===== config.mk =====
export PLATFORM = sky130hd
export DESIGN_NAME = dice_result_capture
export DESIGN_NICKNAME = d
export VERILOG_FILES = /design/src/rtl/dice_mon_pkg.sv /design/src/rtl/seg7_to_face.sv /design/src/rtl/dice_result_capture.sv
export SDC_FILE = /design/constraint.sdc
export NUM_CORES = 1
export LEC_CHECK = 0
export CAP_MARGIN = 20
export CORE_MARGIN = 2
export CORE_UTILIZATION = 55
export CTS_BUF_LIST = sky130_fd_sc_hd__clkbuf_2
export CTS_CLUSTER_SIZE = 20
export DETAILED_ROUTE_END_ITERATION = 8
export PLACE_DENSITY = 0.87
export SYNTH_ARGS = -nofsm -noshare
export SYNTH_HDL_FRONTEND = slang
export SYNTH_HIERARCHICAL = 1
export SYNTH_SLANG_ARGS = --single-unit

===== constraint.sdc =====
create_clock -name CLK -period 4.1 [get_ports CLK]
set_input_delay 1.23 -clock CLK [delete_from_list [all_inputs] [get_ports CLK]]
set_output_delay 1.23 -clock CLK [all_outputs]
set_load 0.05 [all_outputs]

===== src/rtl/dice_mon_pkg.sv =====
// Shared types and constants for the dice result capture monitor.
// Seven-segment patterns are {A,B,C,D,E,F,G}, active-high.
package dice_mon_pkg;

    typedef enum logic [1:0] {
        IDLE,
        ROLL,
        SETTLE,
        CAPTURE
    } state_e;

    localparam logic [6:0] SEG_1 = 7'b0110000;
    localparam logic [6:0] SEG_2 = 7'b1101101;
    localparam logic [6:0] SEG_3 = 7'b1111001;
    localparam logic [6:0] SEG_4 = 7'b0110011;
    localparam logic [6:0] SEG_5 = 7'b1011011;
    localparam logic [6:0] SEG_6 = 7'b1011111;

    localparam logic [3:0] FACE_INVALID = 4'hF;

endpackage


===== src/rtl/seg7_to_face.sv =====
// Combinational seven-segment to die-face decoder.
// Anything that is not a 1..6 die face decodes to FACE_INVALID.
module seg7_to_face
    import dice_mon_pkg::*;
(
    input  logic [6:0] i_seg,
    output logic [3:0] o_face
);

    always_comb begin
        o_face = FACE_INVALID;
        unique case (1'b1)
            (i_seg == SEG_1): o_face = 4'd1;
            (i_seg == SEG_2): o_face = 4'd2;
            (i_seg == SEG_3): o_face = 4'd3;
            (i_seg == SEG_4): o_face = 4'd4;
            (i_seg == SEG_5): o_face = 4'd5;
            (i_seg == SEG_6): o_face = 4'd6;
            default:          o_face = FACE_INVALID;
        endcase
    end

endmodule


===== src/rtl/dice_result_capture.sv =====
// Dice display monitor: waits for settled digits after a roll, then captures.
// Define DICE_BUZZER_CHECK_EN to require a buzzer pulse during SETTLE.
module dice_result_capture
    import dice_mon_pkg::*;
#(
    parameter int STABLE_CYCLES  = 4,
    parameter int TIMEOUT_CYCLES = 64,
    parameter int CNT_W          = 8
) (
    input  logic             CLK,
    input  logic             RST,
    input  logic             SW,
    input  logic [6:0]       SEG1,
    input  logic [6:0]       SEG2,
    input  logic             Buzzer,
    output logic [3:0]       DIE1,
    output logic [3:0]       DIE2,
    output logic [3:0]       SUM,
    output logic             DOUBLES,
    output logic             RESULT_VALID,
    output logic [CNT_W-1:0] ROLL_COUNT,
    output logic             ERR,
    output logic             BUSY
);

    localparam int STB_W = $clog2(STABLE_CYCLES + 1);
    localparam int TO_W  = $clog2(TIMEOUT_CYCLES + 1);

    state_e           r_state;
    state_e           w_state_next;
    logic             r_sw_meta;
    logic             r_sw_sync;
    logic [6:0]       r_seg1_q;
    logic [6:0]       r_seg2_q;
    logic [6:0]       r_seg1_qq;
    logic [6:0]       r_seg2_qq;
    logic [STB_W-1:0] r_stable_cnt;
    logic [TO_W-1:0]  r_timeout_cnt;
    logic [3:0]       r_die1;
    logic [3:0]       r_die2;
    logic [3:0]       r_sum;
    logic             r_doubles;
    logic             r_result_valid;
    logic [CNT_W-1:0] r_roll_cnt;
    logic             r_err;
    logic [3:0]       w_face1;
    logic [3:0]       w_face2;
    logic             w_faces_ok;
    logic             w_seg_chg;
    logic             w_stable_hit;
    logic             w_timeout_hit;
    logic             w_bz_ok;

    seg7_to_face u_dec1 (
        .i_seg  (r_seg1_q),
        .o_face (w_face1)
    );

    seg7_to_face u_dec2 (
        .i_seg  (r_seg2_q),
        .o_face (w_face2)
    );

    assign w_faces_ok    = (w_face1 != FACE_INVALID) &&
                           (w_face2 != FACE_INVALID);
    assign w_seg_chg     = (r_seg1_q != r_seg1_qq) ||
                           (r_seg2_q != r_seg2_qq);
    assign w_stable_hit  = !w_seg_chg &&
                           (r_stable_cnt == STB_W'(STABLE_CYCLES - 1));
    assign w_timeout_hit = (r_timeout_cnt == TO_W'(TIMEOUT_CYCLES - 1));

`ifdef DICE_BUZZER_CHECK_EN
    logic r_bz_meta;
    logic r_bz_sync;
    logic r_bz_seen;

    always_ff @(posedge CLK) begin
        if (RST) begin
            r_bz_meta <= 1'b0;
            r_bz_sync <= 1'b0;
            r_bz_seen <= 1'b0;
        end else begin
            r_bz_meta <= Buzzer;
            r_bz_sync <= r_bz_meta;
            if (r_state == ROLL && !r_sw_sync) begin
                r_bz_seen <= 1'b0;
            end else if (r_state == SETTLE && r_bz_sync) begin
                r_bz_seen <= 1'b1;
            end
        end
    end

    assign w_bz_ok = r_bz_seen;
`else
    logic w_unused_buzzer;

    assign w_unused_buzzer = Buzzer;
    assign w_bz_ok         = 1'b1;
`endif

    always_ff @(posedge CLK) begin
        if (RST) begin
            r_state <= IDLE;
        end else begin
            r_state <= w_state_next;
        end
    end

    // A rising SW in SETTLE outranks both capture and timeout.
    always_comb begin
        w_state_next = r_state;
        case (r_state)
            IDLE: begin
                if (r_sw_sync) w_state_next = ROLL;
            end
            ROLL: begin
                if (!r_sw_sync) w_state_next = SETTLE;
            end
            SETTLE: begin
                if (r_sw_sync) begin
                    w_state_next = ROLL;
                end else if (w_stable_hit) begin
                    w_state_next = CAPTURE;
                end else if (w_timeout_hit) begin
                    w_state_next = IDLE;
                end
            end
            CAPTURE: w_state_next = IDLE;
            default: w_state_next = IDLE;
        endcase
    end

    always_ff @(posedge CLK) begin
        if (RST) begin
            r_sw_meta <= 1'b0;
            r_sw_sync <= 1'b0;
            r_seg1_q  <= '0;
            r_seg2_q  <= '0;
            r_seg1_qq <= '0;
            r_seg2_qq <= '0;
        end else begin
            r_sw_meta <= SW;
            r_sw_sync <= r_sw_meta;
            r_seg1_q  <= SEG1;
            r_seg2_q  <= SEG2;
            r_seg1_qq <= r_seg1_q;
            r_seg2_qq <= r_seg2_q;
        end
    end

    always_ff @(posedge CLK) begin
        if (RST) begin
            r_stable_cnt   <= '0;
            r_timeout_cnt  <= '0;
            r_die1         <= '0;
            r_die2         <= '0;
            r_sum          <= '0;
            r_doubles      <= 1'b0;
            r_result_valid <= 1'b0;
            r_roll_cnt     <= '0;
            r_err          <= 1'b0;
        end else begin
            r_result_valid <= 1'b0;
            case (r_state)
                ROLL: begin
                    if (!r_sw_sync) begin
                        r_stable_cnt  <= '0;
                        r_timeout_cnt <= '0;
                    end
                end
                SETTLE: begin
                    if (!r_sw_sync) begin
                        if (w_seg_chg) begin
                            r_stable_cnt <= '0;
                        end else if (r_stable_cnt != STB_W'(STABLE_CYCLES)) begin
                            r_stable_cnt <= r_stable_cnt + 1'b1;
                        end
                        if (r_timeout_cnt != TO_W'(TIMEOUT_CYCLES)) begin
                            r_timeout_cnt <= r_timeout_cnt + 1'b1;
                        end
                        if (!w_stable_hit && w_timeout_hit) begin
                            r_err <= 1'b1;
                        end
                    end
                end
                CAPTURE: begin
                    if (w_faces_ok) begin
                        r_die1         <= w_face1;
                        r_die2         <= w_face2;
                        r_sum          <= w_face1 + w_face2;
                        r_doubles      <= (w_face1 == w_face2);
                        r_result_valid <= 1'b1;
                        r_roll_cnt     <= r_roll_cnt + CNT_W'(1);
                        r_err          <= !w_bz_ok;
                    end else begin
                        r_err <= 1'b1;
                    end
                end
                default: ;
            endcase
        end
    end

    assign DIE1         = r_die1;
    assign DIE2         = r_die2;
    assign SUM          = r_sum;
    assign DOUBLES      = r_doubles;
    assign RESULT_VALID = r_result_valid;
    assign ROLL_COUNT   = r_roll_cnt;
    assign ERR          = r_err;
    assign BUSY         = (r_state != IDLE);

endmodule


# == Yosys cells after proc, flatten, opt, wreduce, memory -nomap -nowiden ==
# Cells that the tools add are included.
# classes
mux,22
reduce_logical,16
bitwise,1
n_addsub,4
eq_ne,31
# ops
op,n
"7-bit equality test, second input constant",8
4-bit case mux with 6 select lines,2
"7-bit by 6-bit equality test with 1-bit output, second input constant",5
7-bit two-way mux,3
7-bit inequality test,2
7-bit case mux with 2 select lines,1
3-bit two-way mux,4
"4-bit inequality test, second input constant",3
2-bit two-way mux,5
"2-bit inequality test, second input constant",5
"8-bit by 1-bit adder with 8-bit output, second input constant",1
2-bit case mux with 4 select lines,1
4-bit AND reduction,2
"7-bit by 1-bit adder with 7-bit output, second input constant",1
"7-bit inequality test, second input constant",1
"3-bit inequality test, second input constant",2
3-bit case mux with 2 select lines,1
3-bit AND reduction,2
2-bit nonzero test,3
4-bit adder,1
"2-bit equality test, second input constant",2
4-bit equality test,1
1-bit two-way mux,4
"3-bit by 1-bit adder with 3-bit output, second input constant",1
other kinds (10),13
# word_totals
in_bits,18
output_inout_bits,24
elab_cells,90
reg_bits,65

# == Logic depth before layout (Yosys ltp) ==
# depth
depth_word,9
mapped_depth,10

# == By module ==
# Netlist, hierarchy kept.
# by_module_without_submodules
mod,seq_area_each_um2,cells_each,instances,area_each_um2
dice_result_capture,1301.2,272,1,2566.2
seg7_to_face,0.0,23,2,155.1

# == Worst setup path before layout ==
# Ideal clock, no wire load.
# synth_path
path_type,register -> register
startpoint,register r_seg1_q[2]
endpoint,register r_err (netlist: ERR)
period_less_slack_ns,2.412
setup_slack_ns,1.688
t_required_ns,4.040
t_arrival_ns,2.352
setup_time_ns,0.060
path_stages_with_launch,10
n_path_buf,0
cell_sequence,dfxtp_1 nor2b_4 and4_4 o21a_1 a211oi_2 nand4_1 and3_1 or4b_1 or4_1 nand2_1
# synth_between
word_cells_on_any_way,19
cone_classes,9 x eq/ne; 3 x mux; 7 x reduce/logical
# synth_lines
element,line_no,source
from (decl),dice_result_capture.sv:33,logic [6:0] r_seg1_q;
from (signal assigned),dice_result_capture.sv:137,r_seg1_q <= '0;
from (signal assigned),dice_result_capture.sv:144,r_seg1_q <= SEG1;
"7-bit equality test, or another cell as far along",seg7_to_face.sv:18,(i_seg == SEG_6): o_face = 4'd6;
4-bit case mux with 6 select lines (*),seg7_to_face.sv:12,unique case (1'b1)
net w_face1[3],dice_result_capture.sv:46,logic [3:0] w_face1;
4-bit inequality test (*),dice_result_capture.sv:64,assign w_faces_ok = (w_face1 != FACE_INVALID) &&
1-bit logical AND (*),dice_result_capture.sv:64,
1-bit two-way mux (*),dice_result_capture.sv:187,if (w_faces_ok) begin
1-bit case mux with 2 select lines (*),dice_result_capture.sv:164,case (r_state)
to (signal assigned),dice_result_capture.sv:194,r_err <= !w_bz_ok;
to (decl),dice_result_capture.sv:45,logic r_err;
# The timed path passes the listed nets; every way through them passes the cells marked *.
# A chain may end at the register's enable or synchronous reset.

# == Final worst setup path ==
# layout_path
startpoint,register r_state[1]
endpoint,output BUSY
# layout_between
elab_chain_len,1
# layout_lines
element,line_no,source
from (decl),dice_result_capture.sv:29,state_e r_state;
from (signal assigned),dice_result_capture.sv:105,r_state <= w_state_next;
2-bit nonzero test,dice_result_capture.sv:211,assign BUSY = (r_state != IDLE);
to (decl),dice_result_capture.sv:23,output logic BUSY
# Every way passes these cells.

==> run_results.csv <==
group,metric,value,unit
logic_synthesis,yosys_warnings,6,
clock_tree,cts_tree,"done",
clock_tree,clockBufferDepth,2,
min_path,whs_endpoint,"r_sw_sync$_SDFF_PP0_",
die,ios,42,
global_routing,grt_max_degree,62,
sta,hold_ws,0.456,ns
sta,final.setup.tns,0,ns
clock_tree,insertion_delay,0.51,ns
sta,rsz0062_at_grt,"false",
clock_tree,cts_buffers,9,
die,initial_core_util,0.567,
power,p_per_area,354,nW/µm²
logic_synthesis,avgSynthCellArea,9.05,µm²
power,power.share.sequential,0.540,
power,p_clk_frac,0.396,
logic_synthesis,syn_nets,346,
sta,timing.slew.headroom,0.313,
routing,dr.pass1.iters,4,
die,core-area,5070,µm²
logic_synthesis,ys_seq_area_frac,0.452,
worst_setup_path,crit_path_start_kind,"flop",
global_routing,grt_pass1_vias,2275,
min_path,hold_path_class,"flop to flop",
worst_setup_path,cp-end-kind,"primary output",
clock_tree,cts.sinks,65,
worst_setup_path,r2r-end,"ERR$_SDFFE_PP0P_",
logic_synthesis,synth_edf_count,0,
global_routing,grt_antenna_before_repair,0,
die,die_h,76.3,µm
sta,setup_viol,0,
die,fp.dieW,76.3,µm
power,p_leak,1.24,nW
worst_setup_path,rr_worst_depth,9,
worst_setup_path,crit_fanout,9,
worst_setup_path,path_class,"flop to primary output",
finish,drive_gt1_frac,0.0658,
power,ir_drop,0.205,mV
finish,syn_to_final_growth,21.0,%
worst_setup_path,required,2.87,ns
routing,drc,0,
logic_synthesis,synth_flop_cell,"dfxtp_1",
power,p_sw_frac,0.227,
worst_setup_path,cp_data_arrival_time,1.94,ns
placed_design,place.detailed.hpwl,3910,µm
finish,diodes,0,
placed_design,dp_slack,1.14,ns
power,p_int,953,µW
placed_design,io_buffer_count,40,
outcome,status,"complete, no violations",
routing,vias,2337,
die,die-area,5820,µm²
finish,regArea,1300,µm²
clock_tree,cts_setup_buffers,0,
logic_synthesis,synth.distinct_cells,44,
clock_tree,cts_resized,0,
sta,drv_slew,0,
logic_synthesis,postSynthCellCount,318,
routing,drtIter0Drc,132,
clock_tree,cts_hold_buffers,0,
run,cap_violations,0,
sta,max_freq,315,MHz
global_routing,grt_pass1_wl,9750,µm
sta,fin_ws,0.927,ns
clock_tree,cts.htree.levels,3,
min_path,holdPathStages,1,
routing,postRouteAntennaNets,0,
power,p_sw,280,µW
power,comb_power_share,0.064,
finish,final_net_count,388,
placed_design,dp_cells,419,
routing,routed_wl,5670,µm
die,num_rows,26,
sta,min_period_over_period,0.774,
global_routing,groute.usage.overall,0.209,
worst_setup_path,r2r-start,"r_seg1_q[6]$_SDFF_PP0_",
min_path,hp-start,"r_sw_meta$_SDFF_PP0_",
sta,fin_skew,0.0192,ns
sta,hold_viol_final,0,
sta,period_minus_slack,3.17,ns
placed_design,place_congestion,0.824,
routing,viasPerCell,5.37,
global_routing,gr-total-overflow,0,
finish,multiInputGateArea,1500,µm²
logic_synthesis,synth-seq-cells,65,
finish,fillers,436,
worst_setup_path,rrSetupSlack,1.11,ns
sta,tightest_slew,1.03,ns
clock_tree,clk_pin_slew_worst_paths,0.17,ns
finish,final_area,3480,µm²
finish,layout.cells.non_filler,435,
logic_synthesis,syn-cell-area,2880,µm²
routing,wire_per_inst,13.0,µm
logic_synthesis,async_reset_ff_frac,0,
clock_tree,cts_root_buf,"clkbuf_2",
placed_design,dpl_cell_area,3320,µm²
==> critical path: stages (launching register included) <==
cell	delay, ns
dfxtp_1	0.50
or2_2	0.16
clkdlybuf4s50_1	0.78
==> per-stage QoR <==
stage	total power [mW]	util
3_3_place_gp	0.755	0.655
4_1_cts	1.24	0.686
5_1_grt	1.29	0.686
6_report	1.23	0.686
2_1_floorplan	0.729	-
3_5_place_dp	0.758	0.655
==> cell type report <==
| class | instances | share of cell area |
|---|---|---|
| clock buffers | 10 | 0.0144 |
| clock inverters | 6 | 0.0306 |
| inverters | 10 | 0.0108 |
| multi-input cells | 234 | 0.432 |
| flip-flops and latches | 65 | 0.374 |
| well taps | 70 | 0.0252 |
| repair buffers | 40 | 0.114 |
==> kinds of logic after synthesis <==
logic type	synth area share
and+or+nand+nor	0.279
DFF	0.452
AOI/OAI and AO/OA	0.0931
xor gates and xnor gates	0.100
buffers and inverters	0.0252
adders and majority gates	0.0461
muxes	0.00348
==> state kept, by name, indices dropped and copies added, names as in the netlist <==
| name | count |
|---|---|
| ROLL_COUNT | 8 |
| DIE1 | 4 |
| r_sw_sync | 1 |
| r_seg2_qq | 7 |
| SUM | 4 |
| r_seg1_q | 7 |
| r_seg1_qq | 7 |
| r_seg2_q | 7 |
| ERR | 1 |
| DOUBLES | 1 |
| r_stable_cnt | 3 |
| r_sw_meta | 1 |
| DIE2 | 4 |
| RESULT_VALID | 1 |
| r_timeout_cnt | 7 |
| r_state | 2 |
==> power by group through the flow <==
| stage | sequential, mW | combinational (mW) | clock [mW] |
|---|---|---|---|
| final | 0.666 | 0.0786 | 0.488 |
| after global routing | 0.669 | 0.0868 | 0.532 |
| after CTS | 0.666 | 0.0790 | 0.497 |
| after detailed placement | 0.679 | 0.0787 | 0 |
| after global placement | 0.678 | 0.0764 | 0 |
| after floorplan | 0.675 | 0.0545 | 0 |
==> cells in the final DEF, fill, tap and decap left out, types with 2 or more instances in the layout <==
cell type	n
nor2b_4	2
o21ai_0	2
a211oi_1	3
and3_1	3
nand2_1	38
nand3b_1	3
nor2b_1	30
dfxtp_1	65
nand3_1	8
clkinv_1	2
nor3b_1	2
o21ai_1	2
clkbuf_2	10
nor4_1	4
o21a_1	2
nor2_1	26
nand4_1	11
a211oi_2	2
xor2_1	10
a21oi_1	19
o22ai_1	3
bufinv_16	3
nand2b_1	6
o32ai_1	2
xnor2_1	23
and4_4	2
nor3_1	7
ha_1	9
clkdlybuf4s50_1	39
inv_1	10
==> how the worst max path moves through the flow <==
stage / from / to / slack (ns) / depth (start not counted)
CTS: r_state[1]$_SDFFE_PP0P_ / BUSY / 0.92 / 2
detailed placement: RST / r_stable_cnt[1]$_SDFFE_PP0P_ / 1.14 / 5
finish: r_state[1]$_SDFFE_PP0P_ / BUSY / 0.93 / 2
global placement: r_seg1_q[6]$_SDFF_PP0_ / ERR$_SDFFE_PP0P_ / 1.23 / 9
floorplan: r_seg1_q[2]$_SDFF_PP0_ / ERR$_SDFFE_PP0P_ / 1.69 / 9
global route: r_state[1]$_SDFFE_PP0P_ / BUSY / 0.78 / 2
==> Yosys cell counts (all sizes together) (2+ instances only) <==
cell type  instances  area [µm²]
a21oi             19        95.1
nor4               4        25.0
nand2             38         143
a211oi             5        47.5
and4               2        22.5
xnor2             23         201
nand3b             3        22.5
and3               3        18.8
inv               10        37.5
nor2              26        97.6
nand2b             6        37.5
buf                2        8.75
clkbuf             7        26.3
o32ai              2        17.5
nand4             11        68.8
nor3b              2        15.0
nand3              8        40.0
nor3               7        35.0
o21a               2        15.0
dfxtp             65        1300
nor2b             32         215
ha                 9         113
xor2              10        87.6
o21ai              4        20.0
o22ai              3        18.8
==> layer usage <==
| layer | wire length, µm | GRT usage | up-vias |
|---|---|---|---|
| li1 | - | - | 1166 |
| met3 | 290 | 0.0806 | 12 |
| met4 | 96 | 0.0764 | 0 |
| met5 | 0 | 0 | - |
| met2 | 2930 | 0.371 | 66 |
| met1 | 2350 | 0.226 | 1093 |
Note: power is estimated with default switching activity, not from simulation.
